**config.mk**
```make
export PLATFORM = sky130hd
export DESIGN_NAME = rtc_bus_writer
export DESIGN_NICKNAME = d
export VERILOG_FILES = /design/src/rtl/rtc_bus_writer.sv
export SDC_FILE = /design/constraint.sdc
export NUM_CORES = 1
export LEC_CHECK = 0
export BUFFER_PORTS_ARGS = -buffer_cell sky130_fd_sc_hd__buf_2
export CAP_MARGIN = 20
export CORE_MARGIN = 2
export CORE_UTILIZATION = 54
export CTS_BUF_LIST = sky130_fd_sc_hd__clkbuf_16
export CTS_CLUSTER_SIZE = 16
export DETAILED_ROUTE_END_ITERATION = 6
export PLACE_DENSITY_LB_ADDON = 0.08
export RECOVER_POWER = 50
export SKIP_CTS_REPAIR_TIMING = 1
export SLEW_MARGIN = 20
export SYNTH_ARGS = -nofsm -noshare
export SYNTH_HDL_FRONTEND = slang
export SYNTH_SLANG_ARGS = --single-unit
```
**constraint.sdc**
```tcl
create_clock -name clk_i -period 2.2 [get_ports clk_i]
set_clock_uncertainty 0.05 [all_clocks]
set_input_delay 0.44 -clock clk_i [delete_from_list [all_inputs] [get_ports clk_i]]
set_output_delay 0.44 -clock clk_i [all_outputs]
set_load 0.005 [all_outputs]
```
**src/rtl/rtc_bus_writer.sv**
```systemverilog
// Write-cycle generator for the RTC multiplexed AD bus: address phase, gap, data phase, done.
// Optional one-entry pending request buffer enabled by defining RTC_BUS_WRITER_QUEUE_EN.
module rtc_bus_writer #(
  parameter int unsigned T_PHASE = 4
) (
  input  logic       clk_i,
  input  logic       reset_i,
  input  logic       start_i,
  input  logic [7:0] addr_i,
  input  logic [7:0] datos_i,
  output logic [7:0] ad_out_o,
  output logic       ad_oe_o,
  output logic       cs_n_o,
  output logic       ad_n_o,
  output logic       wr_n_o,
  output logic       rd_n_o,
  output logic       busy_o,
  output logic       done_o
);

  typedef enum logic [2:0] {
    StIdle, StAddrWr, StAddrHold, StGap, StDataWr, StDataHold, StDone
  } state_e;

  localparam logic [7:0] Reload = 8'(T_PHASE - 1);

  state_e     state_q, state_d;
  logic [7:0] cnt_q, cnt_d;
  logic [7:0] addr_q, addr_d;
  logic [7:0] data_q, data_d;
  logic [7:0] ad_out_q;
  logic       ad_oe_q, cs_n_q, ad_n_q, wr_n_q, busy_q, done_q;
`ifdef RTC_BUS_WRITER_QUEUE_EN
  logic       qv_q, qv_d;
  logic [7:0] qa_q, qa_d, qd_q, qd_d;
`endif

  always_comb begin
    state_d = state_q;
    cnt_d   = cnt_q;
    addr_d  = addr_q;
    data_d  = data_q;
`ifdef RTC_BUS_WRITER_QUEUE_EN
    qv_d = qv_q;
    qa_d = qa_q;
    qd_d = qd_q;
`endif
    unique case (state_q)
      StIdle: begin
        if (start_i) begin
          state_d = StAddrWr;
          cnt_d   = Reload;
          addr_d  = addr_i;
          data_d  = datos_i;
        end
      end
      StDone: begin
        state_d = StIdle;
        cnt_d   = '0;
`ifdef RTC_BUS_WRITER_QUEUE_EN
        if (qv_q) begin
          state_d = StAddrWr;
          cnt_d   = Reload;
          addr_d  = qa_q;
          data_d  = qd_q;
          qv_d    = 1'b0;
        end else
`endif
        // DONE is the last cycle before IDLE, so a fresh request may launch here.
        if (start_i) begin
          state_d = StAddrWr;
          cnt_d   = Reload;
          addr_d  = addr_i;
          data_d  = datos_i;
        end
      end
      default: begin
        if (cnt_q == 8'd0) begin
          cnt_d = Reload;
          unique case (state_q)
            StAddrWr:   state_d = StAddrHold;
            StAddrHold: state_d = StGap;
            StGap:      state_d = StDataWr;
            StDataWr:   state_d = StDataHold;
            default:    state_d = StDone;
          endcase
        end else begin
          cnt_d = cnt_q - 8'd1;
        end
`ifdef RTC_BUS_WRITER_QUEUE_EN
        if (start_i && !qv_q) begin
          qv_d = 1'b1;
          qa_d = addr_i;
          qd_d = datos_i;
        end
`endif
      end
    endcase
  end

  always_ff @(posedge clk_i) begin
    if (reset_i) begin
      state_q  <= StIdle;
      cnt_q    <= '0;
      addr_q   <= '0;
      data_q   <= '0;
      ad_out_q <= '0;
      ad_oe_q  <= 1'b0;
      cs_n_q   <= 1'b1;
      ad_n_q   <= 1'b1;
      wr_n_q   <= 1'b1;
      busy_q   <= 1'b0;
      done_q   <= 1'b0;
`ifdef RTC_BUS_WRITER_QUEUE_EN
      qv_q <= 1'b0;
      qa_q <= '0;
      qd_q <= '0;
`endif
    end else begin
      state_q <= state_d;
      cnt_q   <= cnt_d;
      addr_q  <= addr_d;
      data_q  <= data_d;
`ifdef RTC_BUS_WRITER_QUEUE_EN
      qv_q <= qv_d;
      qa_q <= qa_d;
      qd_q <= qd_d;
`endif
      // Outputs are decoded from the next state so they are registered yet phase-aligned.
      ad_out_q <= '0;
      ad_oe_q  <= 1'b0;
      cs_n_q   <= 1'b1;
      ad_n_q   <= 1'b1;
      wr_n_q   <= 1'b1;
      busy_q   <= (state_d != StIdle);
      done_q   <= (state_d == StDone);
      case (state_d)
        StAddrWr, StAddrHold: begin
          ad_out_q <= addr_d;
          ad_oe_q  <= 1'b1;
          cs_n_q   <= 1'b0;
          ad_n_q   <= 1'b0;
          wr_n_q   <= (state_d == StAddrHold);
        end
        StDataWr, StDataHold: begin
          ad_out_q <= data_d;
          ad_oe_q  <= 1'b1;
          cs_n_q   <= 1'b0;
          wr_n_q   <= (state_d == StDataHold);
        end
        default: ;
      endcase
    end
  end

  assign ad_out_o = ad_out_q;
  assign ad_oe_o  = ad_oe_q;
  assign cs_n_o   = cs_n_q;
  assign ad_n_o   = ad_n_q;
  assign wr_n_o   = wr_n_q;
  assign rd_n_o   = 1'b1;
  assign busy_o   = busy_q;
  assign done_o   = done_q;

endmodule

```
==> impl_metrics.env <==
export IMPL_status="complete, no violations"
export IMPL_synth_cells=190
export IMPL_cts_sinks=41
export IMPL_cp_max_fo=6
export IMPL_start_kind="flop"
export IMPL_clock_latency_ns=0.28
export IMPL_die_area_mm2=0.00389
export IMPL_vias=1437
export IMPL_hp_class="input port to flop"
export IMPL_syn_cell_area_mm2=0.00184
export IMPL_slew_violations=0
export IMPL_period_minus_slack_ns=2.05
export IMPL_synth_ff_type="dfxtp_1"
export IMPL_whs_path_depth=3
export IMPL_synth_largest_area_cell="dfxtp_1"
export IMPL_grt_max_degree=20
export IMPL_rr_worst_depth=7
export IMPL_areaGrowthSynthToFinish_pct=19.6
export IMPL_io_pins=34
export IMPL_wl_um=3570
export IMPL_cellPowerDensity_mw_per_mm2=1380
export IMPL_yosysMostFrequentCell="dfxtp_1"
export IMPL_nNetsFinal=247
export IMPL_setup_viol=0
export IMPL_synth_cell_types=45
export IMPL_synth_edf_count=0
export IMPL_htree_levels=2
export IMPL_cts_path_max_buffers=2
export IMPL_r2r_start="cnt_q[0]"
export IMPL_initial_core_util_pct=55.6
export IMPL_routed_via_density=5.26
export IMPL_crit_start="cnt_q[0]"
export IMPL_layout_drive_gt1_share_pct=22.9
export IMPL_cap_violations=0
export IMPL_cts_made_buffers=5
export IMPL_fp_dieH_um=62.4
export IMPL_arrival_ns=2.17
export IMPL_synth_common_cells="dfxtp_1 (41), nor2_1 (22), nor2b_1 (17), mux2i_1 (16), inv_1 (14)"
export IMPL_synth_area_leaders="dfxtp_1 (45%), mux2i_1 (8.7%), nor2b_1 (5.8%)"
export IMPL_diodes=0
export IMPL_root_buffer="clkbuf_16"
export IMPL_core_area_mm2=0.00331
export IMPL_hp_start="datos_i[3]"
export IMPL_ys_seq_elements=41
export IMPL_dpl_hpwl_um=2590
export IMPL_synth_nets=210
export IMPL_antenna_found_initial=0
export IMPL_end_kind="flop"
export IMPL_clkTransAtPathRegs_ns=0.06
export IMPL_grt_pass1_wl_um=6270
export IMPL_max_vdd_ir_drop_uv=841
export IMPL_multi_input_area_um2=888
export IMPL_syn_avg_cell_area_um2=9.69
export IMPL_rows=21
export IMPL_wire_per_inst_um=13.1
export IMPL_holdWs_ns=0.379
export IMPL_yosysWarnings=0
export IMPL_final_fill_count=300
export IMPL_track_usage_pct=20.1
export IMPL_place_gp_congestion=0.854
export IMPL_rsz0062_at_grt="false"
export IMPL_port_buffers=32
export IMPL_regArea_um2=821
export IMPL_cp_required_ns=2.32
export IMPL_critical_path_class="flop to flop"
export IMPL_drc=0
export IMPL_leakage_nw=0.992
export IMPL_grt_pass1_vias=1432
export IMPL_fin_crit_sh_pct=93.0
export IMPL_drt_iter0_drc=57
export IMPL_yosysTopAreaCellShare_pct=44.6
export IMPL_antenna_left=0
export IMPL_hold_viol=0
export IMPL_first_pass_iters=4
export IMPL_cts_tree="done"
export IMPL_max_freq_mhz=489
export IMPL_yosysSeqAreaShare_pct=44.6
export IMPL_die_w_um=62.4
export IMPL_grt_overflow_total=0
export IMPL_synthArstFlopShare_pct=0
export IMPL_final_setup_tns_ns=0
export IMPL_max_slew_margin_pct=43.4
export IMPL_tightest_slew_ns=0.849
==> worst max-delay path, stage by stage, from the launching register on <==
cell and delay (ns):
dfxtp_1 0.37, inv_1 0.06, ha_1 0.24, nor4b_4 0.14, buf_4 0.17, and2_0 0.25
or4_1 0.45, a31o_1 0.22
==> registers in the layout, summed over array words and instances (netlist names) <==
name,count
ad_n_o,1
ad_oe_o,1
ad_out_o,8
addr_q,8
busy_o,1
cnt_q,8
cs_n_o,1
data_q,8
done_o,1
state_q,3
wr_n_o,1
==> through the flow <==
| step | cells | total power [W] | setup slack (ns) | instance area [µm²] | utilization, % |
|---|---|---|---|---|---|
| floorplan | 190 | 0.00196 | 0.446 | 1840 | - |
| global placement | 263 | 0.00220 | 0.263 | 2050 | 61.8 |
| detailed placement | 263 | 0.00223 | 0.169 | 2050 | 61.8 |
| CTS | 270 | 0.00303 | 0.157 | 2210 | 66.7 |
| global route | 273 | 0.00323 | 0.0286 | 2200 | 66.5 |
| finish | 273 | 0.00303 | 0.153 | 2200 | 66.5 |
==> path summary, 6_finish.rpt <==
check	endpoint	slack [ns]
setup / recovery	wr_n_o	0.15
hold / removal	data_q[3]	0.38
setup reg to reg	wr_n_o	0.15
hold reg to reg	data_q[1]	0.45
==> metal layers <==
| metal | wire length (µm) | share of wire (%) | global-route usage [%] |
|---|---|---|---|
| met5 | 0 | 0 | 0 |
| met4 | 77 | 2.2 | 8.89 |
| met3 | 150 | 4.2 | 3.60 |
| met2 | 1760 | 49 | 34.8 |
| met1 | 1590 | 44 | 24.2 |
==> logic make-up after synthesis <==
family / synth area share (%)
buffers and inverters: 7.06
adders and majority gates: 0.679
AOI/OAI and AO/OA: 14.5
and+or+nand+nor: 21.0
DFF: 44.6
other: 0.204
xor gates and xnor gates: 3.26
muxes: 8.70
==> where the power goes <==
part | total, W | internal (W) | switching (W)
logic | 0.00120 | 0.000533 | 0.000671
registers | 0.00104 | 0.000925 | 0.000116
clock network | 0.000785 | 0.000525 | 0.000260
total | 0.00303 | 0.00198 | 0.00105
==> final cells by class <==
class                   count  share of cell area [%]
well taps                  46                    2.61
clock buffers               5                    5.68
repair buffers             42                    10.1
multi-input cells         123                    40.3
inverters                  14                    2.39
flip-flops and latches     41                    37.3
clock inverters             2                    1.59
==> cell usage in the layout (no fill, tap or decap), types with 2 or more instances in the layout <==
master,n
a21oi_1,7
a311oi_1,2
and3_1,2
buf_2,27
buf_4,8
clkbuf_1,6
clkbuf_16,5
dfxtp_1,41
inv_1,14
mux2i_1,16
nand2_1,3
nand3_1,5
nor2_1,22
nor2b_1,17
nor3_1,5
nor3_2,2
o21ai_0,2
o32ai_1,8
or4_1,2
xor2_1,5
Power figures use the tool's default switching activity.
